===== src/rtl/bg_layer_pkg.sv =====
`default_nettype none
// +--------------------------------------------------------------------+
// | bg_layer_pkg: shared types and word-field layout for the BG layer. |
// | Rev 1.0                                                            |
// +--------------------------------------------------------------------+
package bg_layer_pkg;

  typedef enum logic [1:0] {
    BG_FG_ONLY = 2'd0,
    BG_KEY     = 2'd1,
    BG_ALPHA   = 2'd2,
    BG_BG_ONLY = 2'd3
  } bg_mode_e;

  typedef enum logic [1:0] {
    ST_IDLE = 2'd0,
    ST_FILL = 2'd1,
    ST_RUN  = 2'd2
  } bg_state_e;

  // Field slots inside a memory word {b,a,r,g}; bit offset = slot * COLOR_W.
  localparam int unsigned FLD_G = 0;
  localparam int unsigned FLD_R = 1;
  localparam int unsigned FLD_A = 2;
  localparam int unsigned FLD_B = 3;

endpackage
`default_nettype wire


===== src/rtl/bg_word_fifo.sv =====
`default_nettype none
// +--------------------------------------------------------------------+
// | bg_word_fifo: show-ahead word FIFO with occupancy count and flush.  |
// | Rev 1.0                                                            |
// +--------------------------------------------------------------------+
module bg_word_fifo #(
  parameter int WIDTH = 16,
  parameter int DEPTH = 8
) (
  input  logic                   clk,
  input  logic                   reset,
  input  logic                   flush,
  input  logic                   push,
  input  logic [WIDTH-1:0]       wr_data,
  input  logic                   pop,
  output logic [WIDTH-1:0]       rd_data,
  output logic [$clog2(DEPTH):0] count,
  output logic                   full,
  output logic                   empty
);
  localparam int PTR_W = $clog2(DEPTH);

  logic [WIDTH-1:0] mem_q [DEPTH];
  logic [PTR_W-1:0] wr_ptr_q, wr_ptr_d;
  logic [PTR_W-1:0] rd_ptr_q, rd_ptr_d;
  logic [PTR_W:0]   count_q, count_d;
  logic             do_push, do_pop;

  always_comb begin
    full     = (count_q == (PTR_W + 1)'(DEPTH));
    empty    = (count_q == '0);
    do_pop   = pop & ~flush & ~empty;
    // A full FIFO still accepts a word when the head leaves in the same cycle.
    do_push  = push & ~flush & (~full | do_pop);
    wr_ptr_d = wr_ptr_q;
    rd_ptr_d = rd_ptr_q;
    count_d  = count_q;
    if (flush) begin
      wr_ptr_d = '0;
      rd_ptr_d = '0;
      count_d  = '0;
    end else begin
      if (do_push) wr_ptr_d = wr_ptr_q + 1'b1;
      if (do_pop)  rd_ptr_d = rd_ptr_q + 1'b1;
      case ({do_push, do_pop})
        2'b10:   count_d = count_q + 1'b1;
        2'b01:   count_d = count_q - 1'b1;
        default: count_d = count_q;
      endcase
    end
  end

  always_ff @(posedge clk) begin
    if (reset) begin
      wr_ptr_q <= '0;
      rd_ptr_q <= '0;
      count_q  <= '0;
    end else begin
      wr_ptr_q <= wr_ptr_d;
      rd_ptr_q <= rd_ptr_d;
      count_q  <= count_d;
    end
  end

  always_ff @(posedge clk) begin
    if (do_push) mem_q[wr_ptr_q] <= wr_data;
  end

  assign rd_data = mem_q[rd_ptr_q];
  assign count   = count_q;

endmodule
`default_nettype wire


===== src/rtl/bg_layer_fetch.sv =====
`default_nettype none
// +--------------------------------------------------------------------+
// | bg_layer_fetch: prefetches a background picture from SDRAM and      |
// | composites it with core video. Define BG_ALPHA_BLEND_EN for a true  |
// | alpha mix in mode 2 (otherwise mode 2 keys like mode 1). Rev 1.0    |
// +--------------------------------------------------------------------+
module bg_layer_fetch
  import bg_layer_pkg::*;
#(
  parameter int                ADDR_W     = 25,
  parameter int                COLOR_W    = 4,
  parameter int                FIFO_DEPTH = 8,
  parameter logic [ADDR_W-1:0] BASE_ADDR  = '0
) (
  input  logic                 clk,
  input  logic                 reset,
  input  logic                 ce_pix,
  input  logic                 hblank,
  input  logic                 vblank,
  input  logic                 vs,
  input  logic                 bg_enable,
  input  logic [1:0]           mode,
  input  logic [3*COLOR_W-1:0] fg_rgb,
  output logic [ADDR_W-1:0]    mem_addr,
  output logic                 mem_rd,
  input  logic [4*COLOR_W-1:0] mem_dout,
  input  logic                 mem_valid,
  output logic [3*COLOR_W-1:0] rgb_out,
  output logic                 underflow
);
  localparam int WORD_W = 4 * COLOR_W;
  localparam int CNT_W  = $clog2(FIFO_DEPTH) + 1;

  bg_state_e            state_q, state_d;
  logic                 vs_prev_q, vs_prev_d;
  logic [ADDR_W-1:0]    addr_q, addr_d;
  logic                 mem_rd_q, mem_rd_d;
  logic                 outstanding_q, outstanding_d;
  logic                 discard_q, discard_d;
  logic                 underflow_q, underflow_d;
  logic [3*COLOR_W-1:0] rgb_q, rgb_d;

  logic [CNT_W-1:0]     fifo_count;
  logic                 fifo_full, fifo_empty;
  logic [WORD_W-1:0]    fifo_rdata;
  logic                 vs_rise, flush, pop_req, fifo_pop, fifo_push, issue;
  logic [WORD_W-1:0]    pop_word;
  logic [COLOR_W-1:0]   bg_a;
  logic [3*COLOR_W-1:0] bg_rgb, key_rgb, alpha_rgb;

  bg_word_fifo #(
    .WIDTH (WORD_W),
    .DEPTH (FIFO_DEPTH)
  ) u_fifo (
    .clk     (clk),
    .reset   (reset),
    .flush   (flush),
    .push    (fifo_push),
    .wr_data (mem_dout),
    .pop     (fifo_pop),
    .rd_data (fifo_rdata),
    .count   (fifo_count),
    .full    (fifo_full),
    .empty   (fifo_empty)
  );

  always_comb begin
    state_d       = state_q;
    vs_prev_d     = ce_pix ? vs : vs_prev_q;
    addr_d        = addr_q;
    outstanding_d = outstanding_q;
    discard_d     = discard_q;
    underflow_d   = underflow_q;

    vs_rise   = ce_pix & vs & ~vs_prev_q;
    flush     = bg_enable & vs_rise;
    pop_req   = bg_enable & (state_q == ST_RUN) & ce_pix & ~hblank & ~vblank & ~flush;
    fifo_pop  = pop_req & ~fifo_empty;
    fifo_push = mem_valid & outstanding_q & ~discard_q;
    issue     = bg_enable & (state_q != ST_IDLE) & ~flush
              & ~outstanding_q & ~discard_q
              & ((fifo_count + CNT_W'(outstanding_q | discard_q)) < CNT_W'(FIFO_DEPTH));
    mem_rd_d  = issue;

    if (!bg_enable)                                 state_d = ST_IDLE;
    else if (vs_rise)                               state_d = ST_FILL;
    else if ((state_q == ST_FILL) && fifo_full)     state_d = ST_RUN;

    // Address is presented with the strobe and advances once it has been seen.
    if (mem_rd_q) addr_d = addr_q + ADDR_W'(2);
    if (mem_valid && (outstanding_q || discard_q)) begin
      outstanding_d = 1'b0;
      discard_d     = 1'b0;
    end
    if (issue) outstanding_d = 1'b1;
    if (pop_req && fifo_empty) underflow_d = 1'b1;

    if (flush) begin
      addr_d        = BASE_ADDR;
      discard_d     = (outstanding_q | discard_q) & ~mem_valid;
      outstanding_d = 1'b0;
      underflow_d   = 1'b0;
    end
  end

  always_comb begin
    pop_word = fifo_empty ? '0 : fifo_rdata;
    bg_a     = pop_word[FLD_A*COLOR_W +: COLOR_W];
    bg_rgb   = {pop_word[FLD_R*COLOR_W +: COLOR_W],
                pop_word[FLD_G*COLOR_W +: COLOR_W],
                pop_word[FLD_B*COLOR_W +: COLOR_W]};
    key_rgb  = ((fg_rgb != '0) && (bg_a == '0)) ? fg_rgb : bg_rgb;
  end

`ifdef BG_ALPHA_BLEND_EN
  // fg*(M-a) + bg*a rewritten as fg*M +/- |bg-fg|*a: one product per channel.
  for (genvar c = 0; c < 3; c++) begin : g_blend
    logic [COLOR_W-1:0]   fg_c, bg_c, diff_c;
    logic [2*COLOR_W-1:0] prod_c;
    logic [2*COLOR_W:0]   base_c, mix_c;
    logic                 unused_mix;
    assign fg_c   = fg_rgb[c*COLOR_W +: COLOR_W];
    assign bg_c   = bg_rgb[c*COLOR_W +: COLOR_W];
    assign diff_c = (bg_c >= fg_c) ? (bg_c - fg_c) : (fg_c - bg_c);
    assign prod_c = (2*COLOR_W)'(diff_c) * (2*COLOR_W)'(bg_a);
    assign base_c = {1'b0, fg_c, {COLOR_W{1'b0}}} - (2*COLOR_W+1)'(fg_c);
    assign mix_c  = (bg_c >= fg_c) ? (base_c + (2*COLOR_W+1)'(prod_c))
                                   : (base_c - (2*COLOR_W+1)'(prod_c));
    assign alpha_rgb[c*COLOR_W +: COLOR_W] = mix_c[2*COLOR_W-1:COLOR_W];
    assign unused_mix = ^{mix_c[2*COLOR_W], mix_c[COLOR_W-1:0]};
  end
`else
  assign alpha_rgb = key_rgb;
`endif

  always_comb begin
    rgb_d = rgb_q;
    if (ce_pix) begin
      if (pop_req) begin
        case (bg_mode_e'(mode))
          BG_FG_ONLY: rgb_d = fg_rgb;
          BG_KEY:     rgb_d = key_rgb;
          BG_ALPHA:   rgb_d = alpha_rgb;
          BG_BG_ONLY: rgb_d = bg_rgb;
          default:    rgb_d = fg_rgb;
        endcase
      end else begin
        rgb_d = (bg_mode_e'(mode) == BG_BG_ONLY) ? '0 : fg_rgb;
      end
    end
  end

  always_ff @(posedge clk) begin
    if (reset) begin
      state_q       <= ST_IDLE;
      vs_prev_q     <= 1'b0;
      addr_q        <= BASE_ADDR;
      mem_rd_q      <= 1'b0;
      outstanding_q <= 1'b0;
      // A read still in flight must not land in the FIFO after reset.
      discard_q     <= (outstanding_q | discard_q) & ~mem_valid;
      underflow_q   <= 1'b0;
      rgb_q         <= '0;
    end else begin
      state_q       <= state_d;
      vs_prev_q     <= vs_prev_d;
      addr_q        <= addr_d;
      mem_rd_q      <= mem_rd_d;
      outstanding_q <= outstanding_d;
      discard_q     <= discard_d;
      underflow_q   <= underflow_d;
      rgb_q         <= rgb_d;
    end
  end

  assign mem_addr  = addr_q;
  assign mem_rd    = mem_rd_q;
  assign rgb_out   = rgb_q;
  assign underflow = underflow_q;

endmodule
`default_nettype wire


===== config.mk =====
export PLATFORM = sky130hd
export DESIGN_NAME = bg_layer_fetch
export DESIGN_NICKNAME = d
export VERILOG_FILES = /design/src/rtl/bg_layer_pkg.sv /design/src/rtl/bg_word_fifo.sv /design/src/rtl/bg_layer_fetch.sv
export SDC_FILE = /design/constraint.sdc
export NUM_CORES = 1
export LEC_CHECK = 0
export ABC_AREA = 1
export CORE_MARGIN = 4
export CORE_UTILIZATION = 59
export CTS_BUF_LIST = sky130_fd_sc_hd__clkbuf_8
export DETAILED_ROUTE_END_ITERATION = 10
export PLACE_DENSITY = 0.85
export SYNTH_ARGS = -nofsm -noshare
export SYNTH_HDL_FRONTEND = slang
export SYNTH_SLANG_ARGS = --single-unit

===== constraint.sdc =====
create_clock -name clk -period 3.24 [get_ports clk]
set_input_delay 0.648 -clock clk [delete_from_list [all_inputs] [get_ports clk]]
set_output_delay 0.648 -clock clk [all_outputs]
set_load 0.01 [all_outputs]

## Word-level counts from Yosys, hierarchy flattened

Memories as Yosys holds them, arrays and structs flattened. A register that Yosys moved wholly into a read port is not among the register bits.
Cells that the tools add are included.

| storage, ports and cells | value |
|---|---|
| register bits after elaboration | 54 |
| bits in latches | 0 |
| bits in writable memories | 128 |
| ROM bits | 0 |
| input bits | 38 |
| output and inout port bits | 39 |
| word-level logic and storage cells | 96 |
| memories | 1 |

Memory list:

| memory | words | width | read ports | clocked after Yosys merged registers in | write ports | RTL line | RTL |
|---|---|---|---|---|---|---|---|
| u_fifo.mem_q | 8 | 16 | 1 | 1 | 1 | bg_word_fifo.sv:23 | `logic [WIDTH-1:0] mem_q [DEPTH];` |

| cells by class | value |
|---|---|
| add/sub/neg operators | 6 |
| multipliers | 0 |
| div/mod/pow operators | 0 |
| magnitude comparators | 1 |
| eq/ne operators | 8 |
| shift operators | 0 |
| mux-type cells | 16 |
| bitwise operators | 34 |
| reduce and logical (&&, ||, !) cells | 18 |

Operator list:

| operator | count |
|---|---|
| $mux W12 | 3 |
| $pmux W12 S3 | 1 |
| $add A25 B2 Y25 const B | 1 |
| $and A1 B1 Y1 | 21 |
| $mux W16 | 1 |
| $reduce_bool A12 Y1 | 1 |
| $not A1 Y1 | 10 |
| $eq A2 B2 Y1 const B | 4 |
| $logic_not A4 Y1 | 2 |
| $mux W1 | 8 |
| $pmux W4 S2 | 1 |
| $reduce_bool A2 Y1 | 4 |
| $add A3 B1 Y3 const B | 2 |
| $eq A2 B1 Y1 const B | 3 |
| $mux W3 | 2 |
| $reduce_or A2 Y1 | 3 |
| $add A4 B1 Y4 | 1 |
| $add A4 B1 Y4 const B | 1 |
| $eq A4 B4 Y1 const B | 1 |
| $logic_and A1 B1 Y1 | 4 |
| $lt A4 B4 Y1 const B | 1 |
| $sub A4 B1 Y4 const B | 1 |
| $or A1 B1 Y1 | 3 |
| $reduce_bool A3 Y1 | 1 |
| 3 further kinds | 3 |

## Longest topological paths before layout

Gate-level depths: netlist of the first run.

| depth | value |
|---|---|
| depth after elaboration | 13 |
| gate-level depth with buffers | 16 |
| depth with buffers taken out | 16 |

## Cells and area by module

Synthesis of the first run repeated with hierarchy kept, for this count alone.

| unflattened totals | value |
|---|---|
| cells, all modules | 859 |
| area total of the unflattened synthesis | 8,400.6 um^2 |

By module, submodules not included:

| module | times used | cells each | area each (um^2) | sequential area each (um^2) |
|---|---|---|---|---|
| bg_word_fifo | 1 | 426 | 5,723.0 | 4,103.9 |
| bg_layer_fetch | 1 | 433 | 2,677.6 | 870.8 |

## Least setup slack after synthesis of the first run

OpenSTA, ideal clock, no wires.

| timing | value |
|---|---|
| kind | input to register |
| start point | in hblank |
| end point | mem u_fifo.mem_q[1][0], enable pin |
| arrival time | 2,275 ps |
| slack | 576 ps |
| stages on the path | 9 |
| path buffers | 0 |
| cell sequence | nor2_1 nand3_1 nor3_4 nand2_4 a21oi_2 inv_1 nor2_1 inv_1 nor2_1 |

| between the ends | value |
|---|---|
| cells in the longest elaborated chain, start to end | 11 |

RTL lines:

| what | RTL line | RTL |
|---|---|---|
| start: declaration | bg_layer_fetch.sv:18 | `input logic hblank,` |
| $not A1 Y1 | bg_layer_fetch.sv:77 | `pop_req = bg_enable & (state_q == ST_RUN) & ce_pix & ~hblank & ~vblank & ~flush;` |
| $and A1 B1 Y1 (3 in a row) | bg_layer_fetch.sv:77 |  |
| $and A1 B1 Y1 | bg_layer_fetch.sv:78 | `fifo_pop = pop_req & ~fifo_empty;` |
| $and A1 B1 Y1 (2 in a row) | bg_word_fifo.sv:32 | `do_pop = pop & ~flush & ~empty;` |
| $or A1 B1 Y1 | bg_word_fifo.sv:34 | `do_push = push & ~flush & (~full \| do_pop);` |
| $and A1 B1 Y1 | bg_word_fifo.sv:34 |  |
| $mux W1 | bg_word_fifo.sv:66 | `if (do_push) mem_q[wr_ptr_q] <= wr_data;` |
| $mux W1 (implied by the code) | bg_word_fifo.sv:66 |  |
| end: declaration | bg_word_fifo.sv:23 |  |

Every way passes these cells.

## Worst setup path in the final report of the first run

| timing | value |
|---|---|
| start point | in ce_pix |
| end point | reg u_fifo.count_q[3], in the netlist u_fifo.count[3] |

| between the ends | value |
|---|---|
| cells in the longest elaborated chain, start to end | 12 |
| elaborated cells on any way between the ends | 19 |

RTL lines:

| what | RTL line | RTL |
|---|---|---|
| start: declaration | bg_layer_fetch.sv:17 | `input logic ce_pix,` |
| $and A1 B1 Y1 (2 in a row) | bg_layer_fetch.sv:75 | `vs_rise = ce_pix & vs & ~vs_prev_q;` |
| $and A1 B1 Y1 | bg_layer_fetch.sv:76 | `flush = bg_enable & vs_rise;` |
| $not A1 Y1 | bg_word_fifo.sv:32, bg_word_fifo.sv:34, bg_layer_fetch.sv:77 |  |
| $and A1 B1 Y1 | bg_layer_fetch.sv:77 |  |
| $and A1 B1 Y1 | bg_layer_fetch.sv:78 |  |
| $and A1 B1 Y1 (2 in a row) | bg_word_fifo.sv:32 |  |
| $or A1 B1 Y1 | bg_word_fifo.sv:34 |  |
| $and A1 B1 Y1 | bg_word_fifo.sv:34 |  |
| $eq A2 B1 Y1 / $eq A2 B2 Y1 (equally long branches) | bg_word_fifo.sv:45 | `case ({do_push, do_pop})` |
| $pmux W4 S2 / $reduce_bool A2 Y1 (equally long branches) | - |  |
| end signal: assignment | bg_word_fifo.sv:61 | `count_q <= count_d;` |
| end: declaration | bg_word_fifo.sv:26 | `logic [PTR_W:0] count_q, count_d;` |

Several ways; a longest one is shown, not always the timed one.
A chain may end at the register's enable or synchronous reset.

==> results of run 1 <==
-- path summary, 6_finish.rpt --
check | depth (start not counted) | end | from
setup / recovery | 16 | u_fifo.count[3] | ce_pix
hold / removal | 2 | mem_addr[24] | mem_addr[24]
setup reg to reg | 15 | u_fifo.count[3] | state_q[1]
hold reg to reg | 2 | mem_addr[24] | mem_addr[24]
-- through the flow --
stage / area, µm² / total power [W] / instances
after CTS: 9415 / 0.004203 / 1058
after floorplan: 8164 / 0.002677 / 794
after detailed placement: 9045 / 0.002787 / 1026
after global placement: 9045 / 0.002784 / 1026
after global routing: 9415 / 0.004322 / 1058
final: 9415 / 0.004184 / 1058
-- flip-flops by register name (all words and copies together), names as in the netlist, named ones only --
register	count
outstanding_q	1
u_fifo.wr_ptr_q	3
state_q	2
mem_rd	1
u_fifo.count	4
rgb_out	12
u_fifo.rd_ptr_q	3
mem_addr	24
u_fifo.mem_q	128
vs_prev_q	1
underflow	1
discard_q	1
-- power breakdown --
part | switching [W] | total [W] | internal (W)
clock network | 0.000774 | 0.00145 | 0.000675
logic | 0.000115 | 0.000206 | 0.0000914
registers | 0.00000718 | 0.00253 | 0.00252
-- cell families after synthesis --
kind of cell	synth area share, %
AOI/OAI and AO/OA	14.38
xor gates and xnor gates	0.2146
adders and majority gates	1.318
buffers and inverters	5.502
DFF	60.93
other	0.04593
and+or+nand+nor	17.61
-- placed cells by master (no fill, tap or decap), drive strengths merged --
cell,synthesis,final
nand3,45,45
o21a,5,5
nand2,84,84
a31oi,14,14
buf,23,17
o21ai,88,88
dfxtp,55,55
a21oi,53,53
fa,1,1
conb,1,1
o211ai,24,24
a211oi,4,4
nor2,157,157
nor4b,1,1
clkinvlp,0,1
nand3b,5,5
or2,2,2
nand4,2,2
clkinv,0,8
nor3b,2,2
edfxtp,129,129
ha,7,7
inv,57,61
o21bai,1,1
clkbuf,13,17
nor3,12,12
xor2,2,2
clkdlybuf4s50,0,75
nor4,5,5
and3,2,2
bufinv,0,2
-- routing by layer --
layer | up-vias | wire, µm | global-route usage, %
met4 | 0 | 431 | 8.610
met1 | 2846 | 7236 | 28.01
li1 | 2917 | - | -
met3 | 34 | 860 | 4.191
met2 | 206 | 8950 | 38.51
met5 | - | 0 | 0
-- layout make-up --
cell class	instances	share of cell area (%)
Tap cell	176	2.339
Timing Repair Buffer	92	9.462
Multi-Input combinational cell	517	29.10
Clock buffer	17	2.485
Clock inverter	15	1.449
Inverter	57	2.326
Sequential cell	184	52.84
-- worst register-to-register path: stages, from the launching register on --
cell and delay (ns):
sky130_fd_sc_hd__dfxtp_1 0.39, sky130_fd_sc_hd__nand3_1 0.15, sky130_fd_sc_hd__nor3_4 0.19, sky130_fd_sc_hd__nand2_4 0.09, sky130_fd_sc_hd__nor2_4 0.18, sky130_fd_sc_hd__nand2_2 0.11
sky130_fd_sc_hd__inv_1 0.10, sky130_fd_sc_hd__ha_1 0.26, sky130_fd_sc_hd__nand2_1 0.08, sky130_fd_sc_hd__nor2_1 0.04, sky130_fd_sc_hd__a211oi_1 0.28, sky130_fd_sc_hd__inv_1 0.08
sky130_fd_sc_hd__nand2_1 0.10, sky130_fd_sc_hd__nand3_1 0.07, sky130_fd_sc_hd__nand2_1 0.06, sky130_fd_sc_hd__nor2_1 0.04
==> key figures, run 1 <==
Routing
  – Violation count after the first detailed-route iteration: 796
  – Number of design rule violations left after detail routing: 0
  – Detailed-route vias per instance: 5.674
  – Total number of vias: 6003
  – DRT Wirelength: 17480 µm
  – Wire length per cell after detailed routing: 16.52 µm
  – Remaining antenna violation count: 0
  – Iteration count of the initial detailed-routing pass: 5

Clock tree
  – CTS Buffer Depth: 2
  – Number of clock sinks: 184
  – Total setup buffers inserted after CTS: 0
  – TritonCTS clock tree: yes
  – Number of hold-repair buffers added at the cts stage: 0
  – Maximum level of the CTS H-tree: 4
  – Clock Root Buffer: sky130_fd_sc_hd__clkbuf_8
  – Clock transition at the registers of the reported paths: 0.08 ns
  – TritonCTS Buffers: 17
  – Post-CTS sizing: 0
  – Clock Latency Late Sink: 0.46 ns

Synth
  – Sequential share of the synthesized area: 60.93%
  – Average footprint of a synthesized cell: 10.28 µm²
  – Post-synthesis instance area: 0.008164 mm²
  – Distinct cell type count of the synthesized netlist: 46
  – Post-Syn Nets: 840
  – Number of synthesized register bits: 184
  – Most used flip-flop cell after synthesis: sky130_fd_sc_hd__edfxtp_1
  – Yosys warns: 0
  – Most used standard cell by instance count after synthesis: sky130_fd_sc_hd__nor2_1
  – Proportion of synthesized flip-flops having asynchronous set or reset: 0%
  – Biggest area consumer among synthesized cells: sky130_fd_sc_hd__edfxtp_1
  – Synthesized instance count: 794
  – Top cells by instance count after synthesis: sky130_fd_sc_hd__nor2_1, sky130_fd_sc_hd__edfxtp_1, sky130_fd_sc_hd__nand2_1
  – Top area cells in the synthesized netlist: sky130_fd_sc_hd__edfxtp_1, sky130_fd_sc_hd__dfxtp_1, sky130_fd_sc_hd__nor2_1
  – Number of synthesized flops with an enable pin: 129
  – Fraction of post-synthesis cell area in the top cell type by area: 47.45%

Run status
  – Run status: complete, no violations

Floorplan
  – Die extent in y: 125.6 µm
  – IO Count: 77
  – Die Outline Area: 0.01578 mm²
  – Starting Density: 60.92%
  – Chip width: 125.6 µm
  – Standard cell core area: 0.01340 mm²
  – FP Rows: 42

Placed design
  – Total half-perimeter wirelength after legalization and detailed placement: 11310 µm
  – Gpl congestion: 0.8443
  – PortBufs: 75
  – Worst setup slack before clock tree synthesis: 0.08322 ns

Setup path
  – Buffers & Inverters on Critical Path: 4
  – Worst setup SP type: input pin
  – Required time of the critical path: 3.59 ns
  – Type of the setup path with the least slack: input pin to flop
  – Critical Path, Cell by Cell: clkdlybuf4s50_1, inv_2, nor3_4, nand2_4, nor2_4, nand2_2, inv_1, ha_1, nand2_1, nor2_1, a211oi_1, inv_1, nand2_1, nand3_1, nand2_1, nor2_1
  – Endpoint kind of the worst setup timing path: flop
  – Largest fanout on the critical path: 14
  – CP max stage cell: sky130_fd_sc_hd__clkdlybuf4s50_1
  – Family with the most delay on the worst path: simple AND/OR/NAND/NOR gates
  – Worst stage delay on the critical path: 0.53 ns
  – Most repeated library cell on the critical path: sky130_fd_sc_hd__nand2_1
  – Arr. time, crit path: 3.08 ns
  – Register-to-register setup slack: 0.92 ns

Global route
  – Wire length of the first global-routing pass: 28170 µm
  – Antenna violations before repair: 0
  – Largest net degree at the start of global routing: 53
  – Vias in the first global route: 5821
  – Remaining global-route overflow: 0
  – Combined global-route utilization of all metal layers: 22.31%

Timing
  – Final-layout worst hold slack: 0.4715 ns
  – Peak Freq: 0.3665 GHz
  – Slew Limit Fails: 0
  – Unrepaired setup endpoints after global routing: no
  – Tmin final: 2.729 ns
  – Actual slew at the worst max-slew pin: 0.7791 ns
  – Post-route clock skew: 0.01468 ns
  – Hold Violations, Final: 0
  – Final period utilization: 84.22%
  – Summed negative setup slack over all endpoints: 0 ns
  – Tightest slew margin relative to the limit: 48.06%
  – Final setup fails: 0
  – Final setup margin: 0.5114 ns

Pwr
  – IR Drop Worst-Case VDD: 0.3523 mV
  – Leakage: 3.338 nW
  – P per Cell Area: 444.4 mW/mm²

Layout
  – Area grow syn2layout: 15.33%
  – Final layout net count: 915
  – Reg area: 0.004975 mm²
  – Fillcell total: 945
  – Final cell utilization of the core: 70.26%
  – Multi-input gate area: 0.002740 mm²
  – Antenna Cells: 0
  – Layout cells sized above 1: 12.13%

Hold path
  – Path category of the worst min-delay check: flop to flop

Flow run
  – Total of max-cap violations: 0
No activity file was read; power rests on OpenSTA's default activity.
==> run 2: changes to the inputs <==
CORE_UTILIZATION = 54   (was 59)
PLACE_DENSITY = 0.82   (was 0.85)
clock period = 2.4 ns   (was 3.24 ns; I/O delays follow)
==> key figures, run 2 (synthesis gave the netlist of run 1 again) <==
Floorplan
  – Die extent in y: 131.0 µm
  – Chip width: 131.0 µm
  – Standard cell core area: 0.01464 mm²
  – Die Outline Area: 0.01715 mm²
  – IO Count: 77
  – Starting Density: 55.75%
  – FP Rows: 44

Layout
  – Antenna Cells: 0
  – Final cell utilization of the core: 66.09%
  – Layout cells sized above 1: 15.10%
  – Commonest non-fill, non-tap cell in the layout: sky130_fd_sc_hd__nor2_1
  – Commonest cells after routing, fill and taps aside: sky130_fd_sc_hd__nor2_1, sky130_fd_sc_hd__edfxtp_1, sky130_fd_sc_hd__nand2_1, sky130_fd_sc_hd__clkdlybuf4s50_1, sky130_fd_sc_hd__o21ai_0
  – Area grow syn2layout: 18.54%
  – Final layout net count: 940
  – Largest reg by FF count: u_fifo.mem_q
  – Max reg flops: 128

Setup path
  – Worst setup SP type: input pin
  – Arr. time, crit path: 2.41 ns
  – Critical Path, Cell by Cell: clkdlybuf4s50_1, inv_2, nor3_4, nand2_4, buf_4, a21oi_2, inv_1, nor2_1, inv_1, nor2_1, buf_12
  – Worst stage delay on the critical path: 0.52 ns
  – CP max stage cell: sky130_fd_sc_hd__clkdlybuf4s50_1
  – Required time of the critical path: 2.58 ns
  – Family with the most delay on the worst path: buffers and inverters
  – Capturing point of the worst reg2reg path: rgb_out[2]
  – Largest fanout on the critical path: 16
  – Register-to-register setup slack: 0.29 ns
  – Type of the setup path with the least slack: input pin to flop
  – Worst R2R Path Depth: 9
  – Buffers & Inverters on Critical Path: 6
  – Endpoint kind of the worst setup timing path: flop

Clock tree
  – Number of clock sinks: 184
  – CTS Buffer Depth: 2
  – Clock Latency Late Sink: 0.47 ns
  – Clock transition at the registers of the reported paths: 0.08 ns
  – TritonCTS Buffers: 17
  – Clock Root Buffer: sky130_fd_sc_hd__clkbuf_8
  – TritonCTS clock tree: yes
  – Maximum level of the CTS H-tree: 4
  – Number of hold-repair buffers added at the cts stage: 0

Global route
  – Wire length of the first global-routing pass: 28330 µm
  – Vias in the first global route: 5892
  – Largest net degree at the start of global routing: 51
  – Combined global-route utilization of all metal layers: 21.38%
  – Antenna violations before repair: 0
  – Remaining global-route overflow: 0

Placed design
  – PortBufs: 75
  – Total half-perimeter wirelength after legalization and detailed placement: 12150 µm
  – Gpl congestion: 0.8247
  – Worst setup slack before clock tree synthesis: -0.3537 ns

Timing
  – Hold Violations, Final: 0
  – Unrepaired setup endpoints after global routing: no
  – Slew Limit Fails: 0
  – Tightest slew margin relative to the limit: 46.00%
  – Actual slew at the worst max-slew pin: 0.8099 ns
  – Peak Freq: 0.4494 GHz
  – Final-layout worst hold slack: 0.4739 ns
  – Final setup fails: 0
  – Final setup margin: 0.1746 ns
  – Final period utilization: 92.72%
  – Post-route clock skew: 0.01036 ns
  – Tmin final: 2.225 ns
  – Summed negative setup slack over all endpoints: 0 ns

Routing
  – Violation count after the first detailed-route iteration: 576
  – Iteration count of the initial detailed-routing pass: 5
  – Detailed-route vias per instance: 5.535
  – DRT Wirelength: 17730 µm
  – Wire length per cell after detailed routing: 16.25 µm
  – Total number of vias: 6039
  – Remaining antenna violation count: 0
  – Number of design rule violations left after detail routing: 0

Hold path
  – Path category of the worst min-delay check: flop to flop
  – Hold path endpoint: mem_addr[24]
  – WHS Path Cells: 2
  – Start point of the worst hold path: mem_addr[24]

Pwr
  – P per Cell Area: 584.3 mW/mm²
  – Leakage: 3.460 nW
  – IR Drop Worst-Case VDD: 0.3087 mV
  – Final total power: 0.005655 W

Run status
  – Run status: complete, no violations

Flow run
  – Total of max-cap violations: 0
-- run 2: cell types whose count changed in the layout (fill, tap and decap cells not counted), sizes merged --
cell / before / now
inv: 61 / 59
buf: 17 / 42
clkbuf: 17 / 20
clkinvlp: 1 / 4
clkinv: 8 / 5
bufinv: 2 / 1
-- run 2: timing repair --
action                     in CTS  in global routing
gates resized for setup         0                  2
buffers inserted                0                  0
hold endpoints to repair        0                  0
setup endpoints to repair       0                  1
-- run 2: how the worst max path moves through the flow --
stage | slack, ns | depth (start not counted) | from | endpoint
floorplan | -0.1 | 9 | hblank | u_fifo.mem_q[1][0]
global placement | -0.27 | 10 | ce_pix | u_fifo.mem_q[2][3]
detailed placement | -0.35 | 15 | ce_pix | u_fifo.count[3]
CTS | 0.15 | 15 | ce_pix | u_fifo.count[3]
global route | 0.05 | 11 | ce_pix | u_fifo.mem_q[7][14]
finish | 0.17 | 11 | ce_pix | u_fifo.mem_q[3][14]
-- run 2: tightest hold or removal path, cell delays in order, from the launching register on --
cell	delay (ns)
sky130_fd_sc_hd__dfxtp_1	0.32
sky130_fd_sc_hd__inv_1	0.06
sky130_fd_sc_hd__a21oi_1	0.06
-- run 2: power by group --
group	total [W]	switching, W	internal (W)
clock	0.00195	0.00105	0.000895
combinational	0.000293	0.000160	0.000133
sequential	0.00341	0.00000975	0.00340
-- run 2: final cells by class --
cell class / instances / area (µm²)
clock buffer: 20 / 275.3
clock inverter: 12 / 102.6
fill: 1135 / 4966
inverter: 57 / 219.0
multi-input combinational: 517 / 2748
sequential: 184 / 4975
tap: 184 / 230.2
timing repair buffer: 117 / 1129
-- run 2: layer usage --
metal  share of wire, %  wire, µm  vias to the layer above  track usage [%]
li1                   -         -                     2967                -
met1                 42      7496                     2856            27.08
met2                 50      8887                      189            35.87
met3                5.6       993                       27            5.041
met4                2.0       357                        0            7.925
met5                  0         0                        -                0
-- run 2: metrics by stage --
stage,instances,area (µm²)
finish,1091,9678
global route,1091,9678
CTS,1091,9671
detailed placement,1059,9293
global placement,1059,9293
floorplan,794,8164
